`src/rtl/write_back.sv`:
```
// write_back: final pipeline stage. Owns the 32-entry integer register file (x0 = 0), two bypassed
// combinational read ports, a one-cycle-late forwarding copy of the last write, and a retire counter (WB_INSTRET_EN).
module write_back #(
    parameter int XLEN = 64,
    parameter int NREG = 32
) (
    input  logic            clk_sys_i,
    input  logic            rst_sys_i,
    input  logic [7:0]      ctrl_i,
    input  logic [4:0]      rd_i,
    input  logic [XLEN-1:0] result_i,
    input  logic            stall_i,
    input  logic            flush_i,
    input  logic [4:0]      rs1_addr_i,
    input  logic [4:0]      rs2_addr_i,
    output logic [XLEN-1:0] rs1_data_o,
    output logic [XLEN-1:0] rs2_data_o,
    output logic            WB_ena_forwarding_o,
    output logic [4:0]      WB_rd_o,
    output logic [XLEN-1:0] WB_data_forwarding_o
`ifdef WB_INSTRET_EN
    ,
    output logic [63:0]     instret_o
`endif
);

    logic [XLEN-1:0] r_regs [0:NREG-1];
    logic            r_fwd_ena;
    logic [4:0]      r_fwd_rd;
    logic [XLEN-1:0] r_fwd_data;

    logic            w_commit;
    logic            w_we;
    logic            w_rs1_hit;
    logic            w_rs2_hit;

    // Flush squashes the presented instruction regardless of stall.
    assign w_commit = ~stall_i & ~flush_i;
    assign w_we     = w_commit & ctrl_i[7] & (rd_i != 5'd0);

    assign w_rs1_hit = w_we & (rd_i == rs1_addr_i);
    assign w_rs2_hit = w_we & (rd_i == rs2_addr_i);

    always_comb begin
        rs1_data_o = r_regs[rs1_addr_i];
        if (rs1_addr_i == 5'd0) begin
            rs1_data_o = '0;
        end else if (w_rs1_hit) begin
            rs1_data_o = result_i;
        end
    end

    always_comb begin
        rs2_data_o = r_regs[rs2_addr_i];
        if (rs2_addr_i == 5'd0) begin
            rs2_data_o = '0;
        end else if (w_rs2_hit) begin
            rs2_data_o = result_i;
        end
    end

    // Entry 0 is only ever cleared; w_we already excludes rd_i == 0.
    always_ff @(posedge clk_sys_i or posedge rst_sys_i) begin
        if (rst_sys_i) begin
            for (int i = 0; i < NREG; i++) begin
                r_regs[i] <= '0;
            end
        end else if (w_we) begin
            r_regs[rd_i] <= result_i;
        end
    end

    always_ff @(posedge clk_sys_i or posedge rst_sys_i) begin
        if (rst_sys_i) begin
            r_fwd_ena  <= 1'b0;
            r_fwd_rd   <= 5'd0;
            r_fwd_data <= '0;
        end else begin
            r_fwd_ena  <= w_we;
            r_fwd_rd   <= w_we ? rd_i : 5'd0;
            r_fwd_data <= w_we ? result_i : '0;
        end
    end

    assign WB_ena_forwarding_o  = r_fwd_ena;
    assign WB_rd_o              = r_fwd_rd;
    assign WB_data_forwarding_o = r_fwd_data;

`ifdef WB_INSTRET_EN
    logic [63:0] r_instret;
    logic        w_retire;

    // Any non-bubble instruction retires, including stores, branches and x0 writes.
    assign w_retire = w_commit & (ctrl_i != 8'h00);

    always_ff @(posedge clk_sys_i or posedge rst_sys_i) begin
        if (rst_sys_i) begin
            r_instret <= 64'd0;
        end else if (w_retire) begin
            r_instret <= r_instret + 64'd1;
        end
    end

    assign instret_o = r_instret;
`else
    logic w_unused_ctrl;
    assign w_unused_ctrl = ^ctrl_i[6:0];
`endif

endmodule

```
`config.mk`:
```
export PLATFORM = sky130hd
export DESIGN_NAME = write_back
export DESIGN_NICKNAME = d
export VERILOG_FILES = /design/src/rtl/write_back.sv
export SDC_FILE = /design/constraint.sdc
export NUM_CORES = 2
export LEC_CHECK = 0
export CAP_MARGIN = 15
export CORE_UTILIZATION = 45
export DETAILED_ROUTE_END_ITERATION = 6
export MAX_ROUTING_LAYER = met4
export PLACE_DENSITY = 0.61
export SLEW_MARGIN = 20
export SYNTH_ARGS = -nofsm -noshare
export SYNTH_HDL_FRONTEND = slang
export SYNTH_SLANG_ARGS = --single-unit
```
`constraint.sdc`:
```
create_clock -name clk_sys_i -period 140.5 [get_ports clk_sys_i]
set_input_delay 14.05 -clock clk_sys_i [delete_from_list [all_inputs] [get_ports clk_sys_i]]
set_output_delay 14.05 -clock clk_sys_i [all_outputs]
set_load 0.02 [all_outputs]
```
==> results.yml <==
status:
  status: "finished clean"
sta:
  hold_viol: 0
  rsz0062_at_grt: "no"
  fmax_mhz: 29.5
  slew_headroom_pct: 16.7
  drv_slew: 0
  layout_min_cycle_time_ns: 33.92
  fin_setup_tns_ns: 0
  fin_skew_ns: 0
  fin_crit_sh_pct: 24.1
  worstMarginPinSlew_ns: 1.24
  setup_viol: 0
cells_and_area:
  layout_common_cells: "dfrtp_1 (2118), mux2_2 (2002), mux4_2 (872), mux2i_1 (335), clkdlybuf4s50_1 (261)"
  drive_above_1_share_pct: 46.5
  final_util_pct: 50.5
  layout_commonest_cell: "dfrtp_1"
  syn2layout_area_growth_pct: 11.6
  finalNetCount: 7630
cts:
  cts_resized: 0
  cts_root_buffer: "clkbuf_16"
  clock_path_buffers: 3
  clk_latency_ns: 0.87
  cts_made_buffers: 229
  htreeDepth: 4
  hold_buffers: 0
  cts_tree: "yes"
  cts_post_setup_buffers_inserted: 0
  clk_pin_slew_ns: 0.06
  cts_sinks: 2118
min_path:
  hp-class: "reg2reg"
critical_path:
  worst-setup-path-type: "in2out"
  crit_required_ns: 126.45
  critPathCaptureType: "output port"
  cp.arrival_ns: 19.87
  start_kind: "input port"
  crit_fanout: 36
die:
  row_count: 182
  pin_count: 289
  die-width_um: 499
  die_h_um: 499
  initial_utilization_pct: 45.3
  dieArea_um2: 249000
  core_area_um2: 246000
global_routing:
  grt_pass1_vias: 76300
  grt_pass1_wl_mm: 580
  use_met2_pct: 49.8
  grt.met1_usage_pct: 44.1
  grt_overflow_total: 0
  grt_usage_pct: 33.5
  grt_max_degree: 167
  antenna_found_initial: 30
  use_met3_pct: 7.40
  grt_busiest_layer: "met2"
place:
  place.gp.congestion: 0.861
  port_buffers: 281
  dp_hpwl_mm: 231
power:
  p_leak_nw: 55.7
  vdd_drop_max_v: 0.0000110
  powerDensity_nw_per_um2: 12.3
yosys:
  synth_seq_cells: 2118
  yosys-mux-area-fraction_pct: 41.0
  synth_edf_count: 0
  synthSimpleGateAreaFrac_pct: 2.43
  synthesis.instances: 7640
  yosysSeqAreaShare_pct: 47.7
  synth_top_family_by_area: "multiplexers"
  avgSynthCellArea_um2: 14.6
  synth_warnings: 0
  synth-compound-area-share_pct: 5.22
  ys.flop_type: "dfrtp_1"
  async_reset_ff_share_pct: 100
  syn_area_um2: 111000
  synth_xor_area_share_pct: 0.0788
  synth_fa_ha_area_share_pct: 0
  synthDistinctLibCells: 67
  synthesis.nets: 7731
flow_run:
  drv_cap: 0
route:
  routed_wl_mm: 405
  avgRoutedWirePerCell_um: 37.0
  drt_first_iter_violations: 8804
  drt_first_pass_iters: 6
  routed-via-count: 75000
  avgViaCountPerCell: 6.85
  drc: 0
  ant_nets: 0
-- worst max-delay path: stages --
cell,delay [ns]
clkdlybuf4s50_1,0.41
nor3b_2,0.81
o31ai_4,0.29
inv_4,0.56
nand4_1,0.63
buf_6,0.36
buf_4,0.32
buf_4,0.38
nand2b_1,0.24
buf_4,0.42
o22ai_1,0.19
nor2_1,0.40
clkdlybuf4s50_1,0.70
-- report_power, final --
| part | total, mW | internal (mW) | switching [mW] |
|---|---|---|---|
| Clock | 0.616 | 0.352 | 0.263 |
| Sequential | 0.692 | 0.658 | 0.0347 |
| Combinational | 0.216 | 0.106 | 0.111 |
-- final cells by class --
cell class | count | area [um2]
fill | 20600 | 122000
multi-input combinational | 4628 | 54400
sequential | 2118 | 53000
timing repair buffer | 553 | 5030
antenna | 15 | 37.5
clock inverter | 74 | 843
clock buffer | 337 | 6670
inverter | 9 | 43.8
tap | 3220 | 4030
-- cell families after synthesis --
group                  Yosys count
multiplexers                  3209
flip-flops                    2118
buffers and inverters          894
AO/OA/AOI/OAI                  877
AND/OR/NAND/NOR                532
XOR/XNOR                        10
-- Yosys cell counts (17+ instances only) --
master | count | share of area [%]
mux2i_1 | 335 | 3.0
o22ai_1 | 254 | 1.4
dfrtp_1 | 2118 | 48
buf_2 | 269 | 1.2
a211oi_1 | 18 | 0.12
clkbuf_1 | 483 | 1.6
o21ai_0 | 182 | 0.82
mux2_2 | 2002 | 20
nor2b_1 | 21 | 0.12
a221oi_1 | 53 | 0.42
mux4_2 | 872 | 18
a21oi_1 | 79 | 0.36
buf_4 | 35 | 0.24
and2_1 | 77 | 0.43
o221ai_1 | 34 | 0.27
buf_1 | 66 | 0.22
nand2_1 | 56 | 0.19
a22oi_1 | 119 | 0.80
nor2_1 | 186 | 0.63
nor3_1 | 68 | 0.31
nand3_1 | 17 | 0.077
o211ai_1 | 66 | 0.45
buf_6 | 31 | 0.31
nand2b_1 | 20 | 0.11
nor2_2 | 23 | 0.13
-- stage by stage --
stage          area (um2)  worst slack, ns  hold WS (ns)  power [mW]  cells
2_1_floorplan      111000            66.62         0.441       0.846   7640
3_3_place_gp       116000           106.26         0.376       0.908  10500
3_5_place_dp       116000           106.80         0.384       0.916  10500
4_1_cts            124000           106.79         0.397        1.53  10900
5_1_grt            124000           106.59         0.406        1.57  10900
6_report           124000           106.58         0.397        1.52  11000
-- final timing paths --
kind,cells after the start,slack (ns),endpoint,start
setup / recovery,13,106.58,rs1_data_o[28],stall_i
hold / removal,0,0.40,r_regs[2042]$_DFFE_PP0P_,r_regs[2042]$_DFFE_PP0P_
setup reg to reg,1,139.69,r_regs[1769]$_DFFE_PP0P_,r_regs[1769]$_DFFE_PP0P_
hold reg to reg,0,0.40,r_regs[2042]$_DFFE_PP0P_,r_regs[2042]$_DFFE_PP0P_
max in group asynchronous,7,122.08,r_regs[1576]$_DFFE_PP0P_,rst_sys_i
min in group asynchronous,2,13.74,WB_rd_o[0]$_DFF_PP0_,rst_sys_i
-- metal layers --
layer | wire length, um | part of all wire (%)
met5 | 0 | 0
met4 | 20100 | 4.9
met3 | 38300 | 9.5
met2 | 185000 | 46
met1 | 162000 | 40
-- flip-flops by register name (all words and copies together) (netlist names) --
register,count
WB_ena_forwarding_o,1
r_regs,2048
WB_data_forwarding_o,64
WB_rd_o,5
(Power assumes the default switching activity.)
